<file path="src/rtl/tt_uart_pkg.sv">
// tt_uart_pkg
//   Shared definitions for the uio UART transmit path.
//   tx_state_t       : transmitter FSM states (IDLE, START, DATA, STOP)
//   UART_DATA_BITS   : payload bits per frame
//   UART_FRAME_BITS  : start + payload + stop bits per frame
package tt_uart_pkg;

    typedef enum logic [1:0] {
        IDLE  = 2'd0,
        START = 2'd1,
        DATA  = 2'd2,
        STOP  = 2'd3
    } tx_state_t;

    localparam int UART_DATA_BITS  = 8;
    localparam int UART_FRAME_BITS = 10;

endpackage

</file>
<file path="src/rtl/tt_sync_fifo.sv">
// tt_sync_fifo
//   Small synchronous first-word-fall-through FIFO. rdata always shows the
//   oldest stored word while empty is low.
//   Ports:
//     clk    in   system clock
//     rst_n  in   asynchronous active-low reset (clears pointers and count)
//     push   in   write wdata this edge (ignored when full)
//     wdata  in   WIDTH-bit write data
//     pop    in   discard the head word this edge (ignored when empty)
//     rdata  out  head word
//     full   out  DEPTH words stored
//     empty  out  no words stored
module tt_sync_fifo #(
    parameter int WIDTH = 8,
    parameter int DEPTH = 4
) (
    input  logic             clk,
    input  logic             rst_n,
    input  logic             push,
    input  logic [WIDTH-1:0] wdata,
    input  logic             pop,
    output logic [WIDTH-1:0] rdata,
    output logic             full,
    output logic             empty
);

    localparam int AW   = (DEPTH > 1) ? $clog2(DEPTH) : 1;
    localparam int CNTW = AW + 1;
    localparam logic [CNTW-1:0] DEPTH_C = CNTW'(DEPTH);

    logic [WIDTH-1:0] mem [DEPTH];
    logic [AW-1:0]    wr_ptr;
    logic [AW-1:0]    rd_ptr;
    logic [CNTW-1:0]  count;
    logic             do_push;
    logic             do_pop;

    assign do_push = push && !full;
    assign do_pop  = pop && !empty;

    assign full  = (count == DEPTH_C);
    assign empty = (count == '0);
    assign rdata = mem[rd_ptr];

    // Storage array carries no reset; only the pointers define what is valid.
    always_ff @(posedge clk) begin
        if (do_push) begin
            mem[wr_ptr] <= wdata;
        end
    end

    // Pointers wrap naturally because DEPTH is a power of two. A push and a
    // pop in the same cycle move both pointers and leave the count alone.
    always_ff @(posedge clk or negedge rst_n) begin
        if (!rst_n) begin
            wr_ptr <= '0;
            rd_ptr <= '0;
            count  <= '0;
        end else begin
            if (do_push) begin
                wr_ptr <= wr_ptr + 1'b1;
            end
            if (do_pop) begin
                rd_ptr <= rd_ptr + 1'b1;
            end
            case ({do_push, do_pop})
                2'b10:   count <= count + 1'b1;
                2'b01:   count <= count - 1'b1;
                default: count <= count;
            endcase
        end
    end

endmodule

</file>
<file path="src/rtl/tt_uio_uart_tx.sv">
// tt_uio_uart_tx
//   Buffers bytes from the core and serialises them as 8N1 UART frames on
//   one uio pin, driving that pin's output enable.
//   Parameters:
//     DIV         clock cycles per UART bit (>= 2)
//     FIFO_DEPTH  buffered bytes besides the one being shifted (power of two)
//   Ports:
//     clk       in   system clock
//     rst_n     in   asynchronous active-low reset
//     ena       in   design enable; low stops new frames from starting
//     in_data   in   byte to transmit
//     in_valid  in   in_data valid
//     in_ready  out  FIFO has room; byte moves on in_valid && in_ready
//     tx        out  registered serial line, idle high
//     tx_oe     out  registered output enable, high from first edge after reset
//     busy      out  frame in progress or bytes waiting
module tt_uio_uart_tx
    import tt_uart_pkg::*;
#(
    parameter int DIV        = 434,
    parameter int FIFO_DEPTH = 4
) (
    input  logic       clk,
    input  logic       rst_n,
    input  logic       ena,
    input  logic [7:0] in_data,
    input  logic       in_valid,
    output logic       in_ready,
    output logic       tx,
    output logic       tx_oe,
    output logic       busy
);

    localparam int CW = (DIV > 1) ? $clog2(DIV) : 1;
    localparam logic [CW-1:0] BAUD_LAST = CW'(DIV - 1);
    localparam logic [2:0]    BIT_LAST  = 3'(UART_DATA_BITS - 1);

    tx_state_t  state;
    logic [CW-1:0] baud_cnt;
    logic [2:0] bit_idx;
    logic [7:0] shift;

    logic       fifo_full;
    logic       fifo_empty;
    logic       fifo_push;
    logic       fifo_pop;
    logic [7:0] fifo_rdata;
    logic       baud_done;
    logic       can_start;

    tt_sync_fifo #(
        .WIDTH (8),
        .DEPTH (FIFO_DEPTH)
    ) u_fifo (
        .clk   (clk),
        .rst_n (rst_n),
        .push  (fifo_push),
        .wdata (in_data),
        .pop   (fifo_pop),
        .rdata (fifo_rdata),
        .full  (fifo_full),
        .empty (fifo_empty)
    );

    assign in_ready  = !fifo_full;
    assign fifo_push = in_valid && !fifo_full;
    assign baud_done = (baud_cnt == BAUD_LAST);
    assign can_start = !fifo_empty && ena;

    // A new byte is taken either from idle or straight out of a finished
    // stop bit, which is what makes back-to-back frames gapless.
    assign fifo_pop = can_start && ((state == IDLE) || ((state == STOP) && baud_done));

    assign busy = (state != IDLE) || !fifo_empty;

    // Output enable turns on at the first edge after reset and stays on.
    always_ff @(posedge clk or negedge rst_n) begin
        if (!rst_n) begin
            tx_oe <= 1'b0;
        end else begin
            tx_oe <= 1'b1;
        end
    end

    // Frame sequencer. tx is registered and always updated together with the
    // state change so the line level for a bit appears on the same edge the
    // bit period starts; the baud counter restarts at every bit boundary.
    always_ff @(posedge clk or negedge rst_n) begin
        if (!rst_n) begin
            state    <= IDLE;
            baud_cnt <= '0;
            bit_idx  <= '0;
            shift    <= '0;
            tx       <= 1'b1;
        end else begin
            case (state)
                IDLE: begin
                    baud_cnt <= '0;
                    if (fifo_pop) begin
                        state <= START;
                        shift <= fifo_rdata;
                        tx    <= 1'b0;
                    end
                end
                START: begin
                    if (baud_done) begin
                        state    <= DATA;
                        baud_cnt <= '0;
                        bit_idx  <= '0;
                        tx       <= shift[0];
                    end else begin
                        baud_cnt <= baud_cnt + 1'b1;
                    end
                end
                DATA: begin
                    if (baud_done) begin
                        baud_cnt <= '0;
                        if (bit_idx == BIT_LAST) begin
                            state <= STOP;
                            tx    <= 1'b1;
                        end else begin
                            bit_idx <= bit_idx + 1'b1;
                            shift   <= {1'b0, shift[7:1]};
                            tx      <= shift[1];
                        end
                    end else begin
                        baud_cnt <= baud_cnt + 1'b1;
                    end
                end
                STOP: begin
                    if (baud_done) begin
                        baud_cnt <= '0;
                        if (fifo_pop) begin
                            state <= START;
                            shift <= fifo_rdata;
                            tx    <= 1'b0;
                        end else begin
                            state <= IDLE;
                        end
                    end else begin
                        baud_cnt <= baud_cnt + 1'b1;
                    end
                end
                default: begin
                    state    <= IDLE;
                    baud_cnt <= '0;
                    tx       <= 1'b1;
                end
            endcase
        end
    end

endmodule
</file>
<file path="config.mk">
export PLATFORM = sky130hd
export DESIGN_NAME = tt_uio_uart_tx
export DESIGN_NICKNAME = d
export VERILOG_FILES = /design/src/rtl/tt_uart_pkg.sv /design/src/rtl/tt_sync_fifo.sv /design/src/rtl/tt_uio_uart_tx.sv
export SDC_FILE = /design/constraint.sdc
export NUM_CORES = 1
export LEC_CHECK = 0
export CORE_MARGIN = 2
export CORE_UTILIZATION = 45
export CTS_CLUSTER_DIAMETER = 100
export DETAILED_ROUTE_END_ITERATION = 6
export PLACE_DENSITY = 0.73
export SYNTH_ARGS = -nofsm -noshare
export SYNTH_HDL_FRONTEND = slang
export SYNTH_SLANG_ARGS = --single-unit
</file>
<file path="constraint.sdc">
create_clock -name clk -period 2.2 [get_ports clk]
set_input_delay 0.66 -clock clk [delete_from_list [all_inputs] [get_ports clk]]
set_output_delay 0.66 -clock clk [all_outputs]
set_load 0.01 [all_outputs]
</file>
Word-level counts from Yosys, hierarchy flattened:

Memories as Yosys holds them, arrays and structs flattened.
Index checks and enable logic that the tools add are counted.

* register bits after elaboration: 31
* memory bits (writable): 32
* input port bits: 12
* output and inout port bits: 4
* word-level logic and storage cells: 78
* memories kept: 1

Memories
* u_fifo.mem: depth 4, width 8, rd ports 1, clocked after memory_dff 0, write ports 1, line tt_sync_fifo.sv:31 `logic [WIDTH-1:0] mem [DEPTH];`

* add/subtract/negate cells: 6
* equal/unequal tests: 14
* mux-type cells: 27
* reduce and logical (&&, ||, !) cells: 21

Operators with widths (count)
* 2-to-1 mux 8 bit: 4
* case mux 8 bit (3 select lines): 1
* case mux 9 bit (2 select lines): 1
* case mux 3 bit (2 select lines): 2
* 2-to-1 mux 2 bit: 5
* inequality test 2 bit (second input constant): 5
* adder 9 x 1 -> 9 bit (second input constant): 1
* equality test 9 bit (second input constant): 1
* 2-to-1 mux 3 bit: 3
* 2-to-1 mux 9 bit: 1
* 2-to-1 mux 1 bit: 8
* case mux 2 bit (4 select lines): 1
* AND reduction 4 bit: 2
* adder 3 x 1 -> 3 bit (second input constant): 2
* equality test 2 bit (second input constant): 3
* equality test 3 bit (second input constant): 2
* logical AND 1 bit: 6
* nonzero test 2 bit: 3
* AND reduction 5 bit: 1
* adder 2 x 1 -> 2 bit (second input constant): 2
* equality test 2 x 1 -> 1 bit (second input constant): 2
* case mux 1 bit (4 select lines): 1
* logical NOT 3 bit: 1
* AND reduction 3 bit: 1
* 7 further kinds: 9

Depth between registers and ports, before layout:

* depth after elaboration: 7
* depth in mapped cells: 12

Modules after synthesis:

From an unflattened synthesis, not the netlist that was laid out.

* cell total of the unflattened synthesis: 216
* area, all modules: 3022.9 sq um

By module, submodules not included
* tt_sync_fifo: instances 1, cells each 79, area each 1592.8 sq um, seq. area each 1136.1 sq um
* tt_uio_uart_tx: instances 1, cells each 137, area each 1430.1 sq um, seq. area each 601.8 sq um

Worst setup path after synthesis:

No wires, ideal clock.

* path type: reg-to-reg
* start: register baud_cnt[1]
* end: register u_fifo.count[2]
* library setup time: 79 ps
* data arrival time: 2381 ps
* data required time: 2121 ps
* setup slack: -260 ps
* cell stages (with the launch flop): 13
* clock period less this slack: 2460 ps
* cells stage by stage: dfrtp_1 > inv_1 > ha_1 > nand4b_2 > or2_1 > buf_6 > o21ai_1 > ha_1 > inv_1 > fa_1 > xor2_1 > nor2_1 > xor2_1

* word-level cells in the longest chain between the ends: 7

RTL lines
* start, declared: line tt_uio_uart_tx.sv:39 `logic [CW-1:0] baud_cnt;`
* start signal, assigned: line tt_uio_uart_tx.sv:112 `baud_cnt <= baud_cnt + 1'b1;`
* start signal, assigned: line tt_uio_uart_tx.sv:127 `baud_cnt <= baud_cnt + 1'b1;`
* start signal, assigned: line tt_uio_uart_tx.sv:141 `baud_cnt <= baud_cnt + 1'b1;`
* equality test 9 bit (*): line tt_uio_uart_tx.sv:67 `assign baud_done = (baud_cnt == BAUD_LAST);`
* logical AND 1 bit (*): line tt_uio_uart_tx.sv:72 `assign fifo_pop = can_start && ((state == IDLE) || ((state == STOP) && baud_done));`
* logical OR 1 bit (*): line tt_uio_uart_tx.sv:72
* logical AND 1 bit (*): line tt_uio_uart_tx.sv:72
* logical AND 1 bit (*): line tt_sync_fifo.sv:39 `assign do_pop = pop && !empty;`
* net u_fifo.do_pop: line tt_sync_fifo.sv:36 `logic do_pop;`
* equality test 2 x 1 -> 1 bit or equality test 2 bit (tied branches): line tt_sync_fifo.sv:66 `case ({do_push, do_pop})`
* case mux 3 bit (2 select lines) or nonzero test 2 bit (tied branches)
* end signal, assigned: line tt_sync_fifo.sv:67 `2'b10: count <= count + 1'b1;`
* end signal, assigned: line tt_sync_fifo.sv:68 `2'b01: count <= count - 1'b1;`
* end signal, assigned: line tt_sync_fifo.sv:69 `default: count <= count;`
* end, declared: line tt_sync_fifo.sv:34 `logic [CNTW-1:0] count;`

The timed path passes the listed nets; every way through them passes the cells marked *.
A chain may end at the register's enable or synchronous reset.

Worst setup path after layout:

Same ends and word-level chain as after synthesis.

==> out/metrics.yaml <==
status: "finished clean"
rsz0062_at_grt: "yes"
die_area_mm2: 0.007045
syn_nets: 237
max_freq_mhz: 462.6
grt_antenna_before_repair: 0
power_density_mw_per_mm2: 1216
end_kind: "flop"
vias: 1749
final_util: 0.5669
clk_pin_slew_ps: 70
die_x_um: 83.94
grt_pass1_wl_um: 8825
finalHoldViolations: 0
cts_tree: "yes"
insertedDiodeCount: 0
design.core.area_mm2: 0.006277
p_leak_nw: 1.427
final_antenna_net_count: 0
r2r_setup_slack_ps: 40
clock_latency_ps: 340
period_minus_slack_ps: 2162
synth-main-ff-cell: "edfxtp_1"
hp-start: "shift[6]"
ys_seq_elements: 63
crit_path_end: "u_fifo.count[2]"
io_pins: 16
final_cell_mix: "32 x edfxtp_1, 30 x dfrtp_1, 29 x buf_4"
wirelength_um: 5048
setup.worst_path.start: "baud_cnt[1]"
grt_max_degree: 32
cp.required_ps: 2470
numClockSinks: 63
grt_overflow_total: 0
worst_slack_ps: 38.36
final_common_cell: "edfxtp_1"
reg2reg_from: "baud_cnt[1]"
fin_nets: 287
critical_path_class: "reg2reg"
reg2regPathDepth: 11
crit_fanout: 3
worst_slew_pin_slew_ps: 508.5
synth_edf_count: 32
post_dp_cell_area_mm2: 0.003304
die_y_um: 83.94
yosysSeqAreaShare: 0.6044
regArea_mm2: 0.001738
multiInputGateArea_mm2: 0.001109
yosys_warnings: 0
maxCapViolCount: 0
cts_buffers: 9
routabilityCongestion: 0.7899
cts_buffer_depth: 2
peakVddDrop_mv: 0.8149
report.final.slew_viol_count: 0
synth_area_leaders: "edfxtp_1 33%, dfrtp_1 26%, mux4_2 6.3%, ha_1 5.7%, o22a_1 2.1%"
ys_types: 42
initial_utilization: 0.4580
grt_pass1_vias: 1896
cts-root-buf: "clkbuf_8"
syn_inst: 211
setup_viol: 0
avgRoutedWirePerCell_um: 14.72
dp_slack_ps: -432.3
area_growth_pct: 23.76
design_area_mm2: 0.003558
power_w: 0.004326
vias_per_cell: 5.099
drc: 0
hold_class: "reg2reg"
drive_gt1_frac: 0.2519
start_kind: "flop"
hpwl_um: 3524
setup_tns_ps: 0
worstPathArrival_ps: 2430
globalRouteTotalUtil: 0.1642
synth_top_area_frac: 0.3342
row_count: 29
synth_top_cell_by_area: "edfxtp_1"
port_buffers: 15
max_slew_margin: 0.6587
async_reset_ff_frac: 0.4921
r2r-end: "u_fifo.count[2]"
drt_iter0_drc: 62
first_pass_iters: 4
nFillCells: 506
fin_skew_ps: 5.384
syn_avg_cell_area_um2: 13.63
h-tree-depth: 3
finalCritPeriodShare: 0.9826
synth_area_mm2: 0.002875
cts_hold_buf: 0
## stage by stage
stage / cells / hold slack [ps]
after floorplan: 211 / 364.4
after global placement: 320 / 474.6
after detailed placement: 320 / 480.2
after CTS: 341 / 494.9
after global routing: 343 / 516.6
final: 343 / 492.7
## report_power, final
part	switching, W	leakage [nW]	internal (W)
Combinational	0.000768	0.669	0.000839
Clock	0.000430	0.0904	0.000520
Sequential	0.000188	0.668	0.00158
Total	0.00139	1.43	0.00294
## flip-flops by register name (all words and copies together) (netlist names)
signal,cells
u_fifo.mem,32
baud_cnt,9
shift,8
bit_idx,3
u_fifo.count,3
state,2
u_fifo.rd_ptr,2
u_fifo.wr_ptr,2
tx,1
tx_oe,1
## cell type report
cell class,count,area share
multi-input combinational,130,0.3115
clock buffer,12,0.03797
inverter,12,0.01266
clock inverter,4,0.01336
tap,77,0.02707
sequential,63,0.4884
timing repair buffer,45,0.1090
## synth_stat cells (3+ instances only)
library cell / number
mux4_2: 8
nor2_1: 15
o21ai_0: 11
edfxtp_1: 32
and3_1: 4
a22oi_1: 3
o22a_1: 7
a21oi_1: 5
nor3_1: 4
ha_1: 13
xor2_1: 6
nand2_1: 13
o21a_1: 7
xnor2_1: 6
dfrtp_1: 30
inv_1: 12
nand3_1: 4
## how the worst min path moves through the flow
| stage | to | slack (ps) | cells past startpoint |
|---|---|---|---|
| floorplan | baud_cnt[0] | 360 | 0 |
| global placement | shift[3] | 470 | 1 |
| detailed placement | shift[6] | 480 | 1 |
| CTS | shift[6] | 490 | 1 |
| global route | shift[0] | 520 | 1 |
| finish | shift[6] | 490 | 1 |
## cells by family after synthesis
kind of cell	count (synthesis)	synth area share
muxes	10	0.07049
other	1	0.001304
DFF	63	0.6044
and+or+nand+nor	51	0.09618
buffers and inverters	18	0.02959
adders and majority gates	14	0.06354
AOI/OAI and AO/OA	42	0.09791
xor gates and xnor gates	12	0.03655
## worst max-delay path: stages, from the launching register on
cell	delay [ps]
dfrtp_1	390
inv_2	70
ha_4	130
nand4b_4	110
or2_4	290
o21ai_4	170
ha_4	160
inv_2	30
fa_2	320
xor2_1	140
nor2_1	120
xor2_1	150
## per-layer routing
| metal | GRT usage | wire length, µm | vias to the layer above |
|---|---|---|---|
| li1 | - | - | 864 |
| met1 | 0.2031 | 2259 | 847 |
| met2 | 0.2655 | 2509 | 30 |
| met3 | 0.05935 | 181 | 8 |
| met4 | 0.06158 | 97 | 0 |
| met5 | 0 | 0 | - |
## timing repair
item,in CTS,in global routing
buffers inserted,5,2
gates resized for setup,5,3
pin swaps,5,5
endpoints found under the setup margin,10,1
endpoints found under the hold margin,0,0
Note: power is estimated with default switching activity, not from simulation.
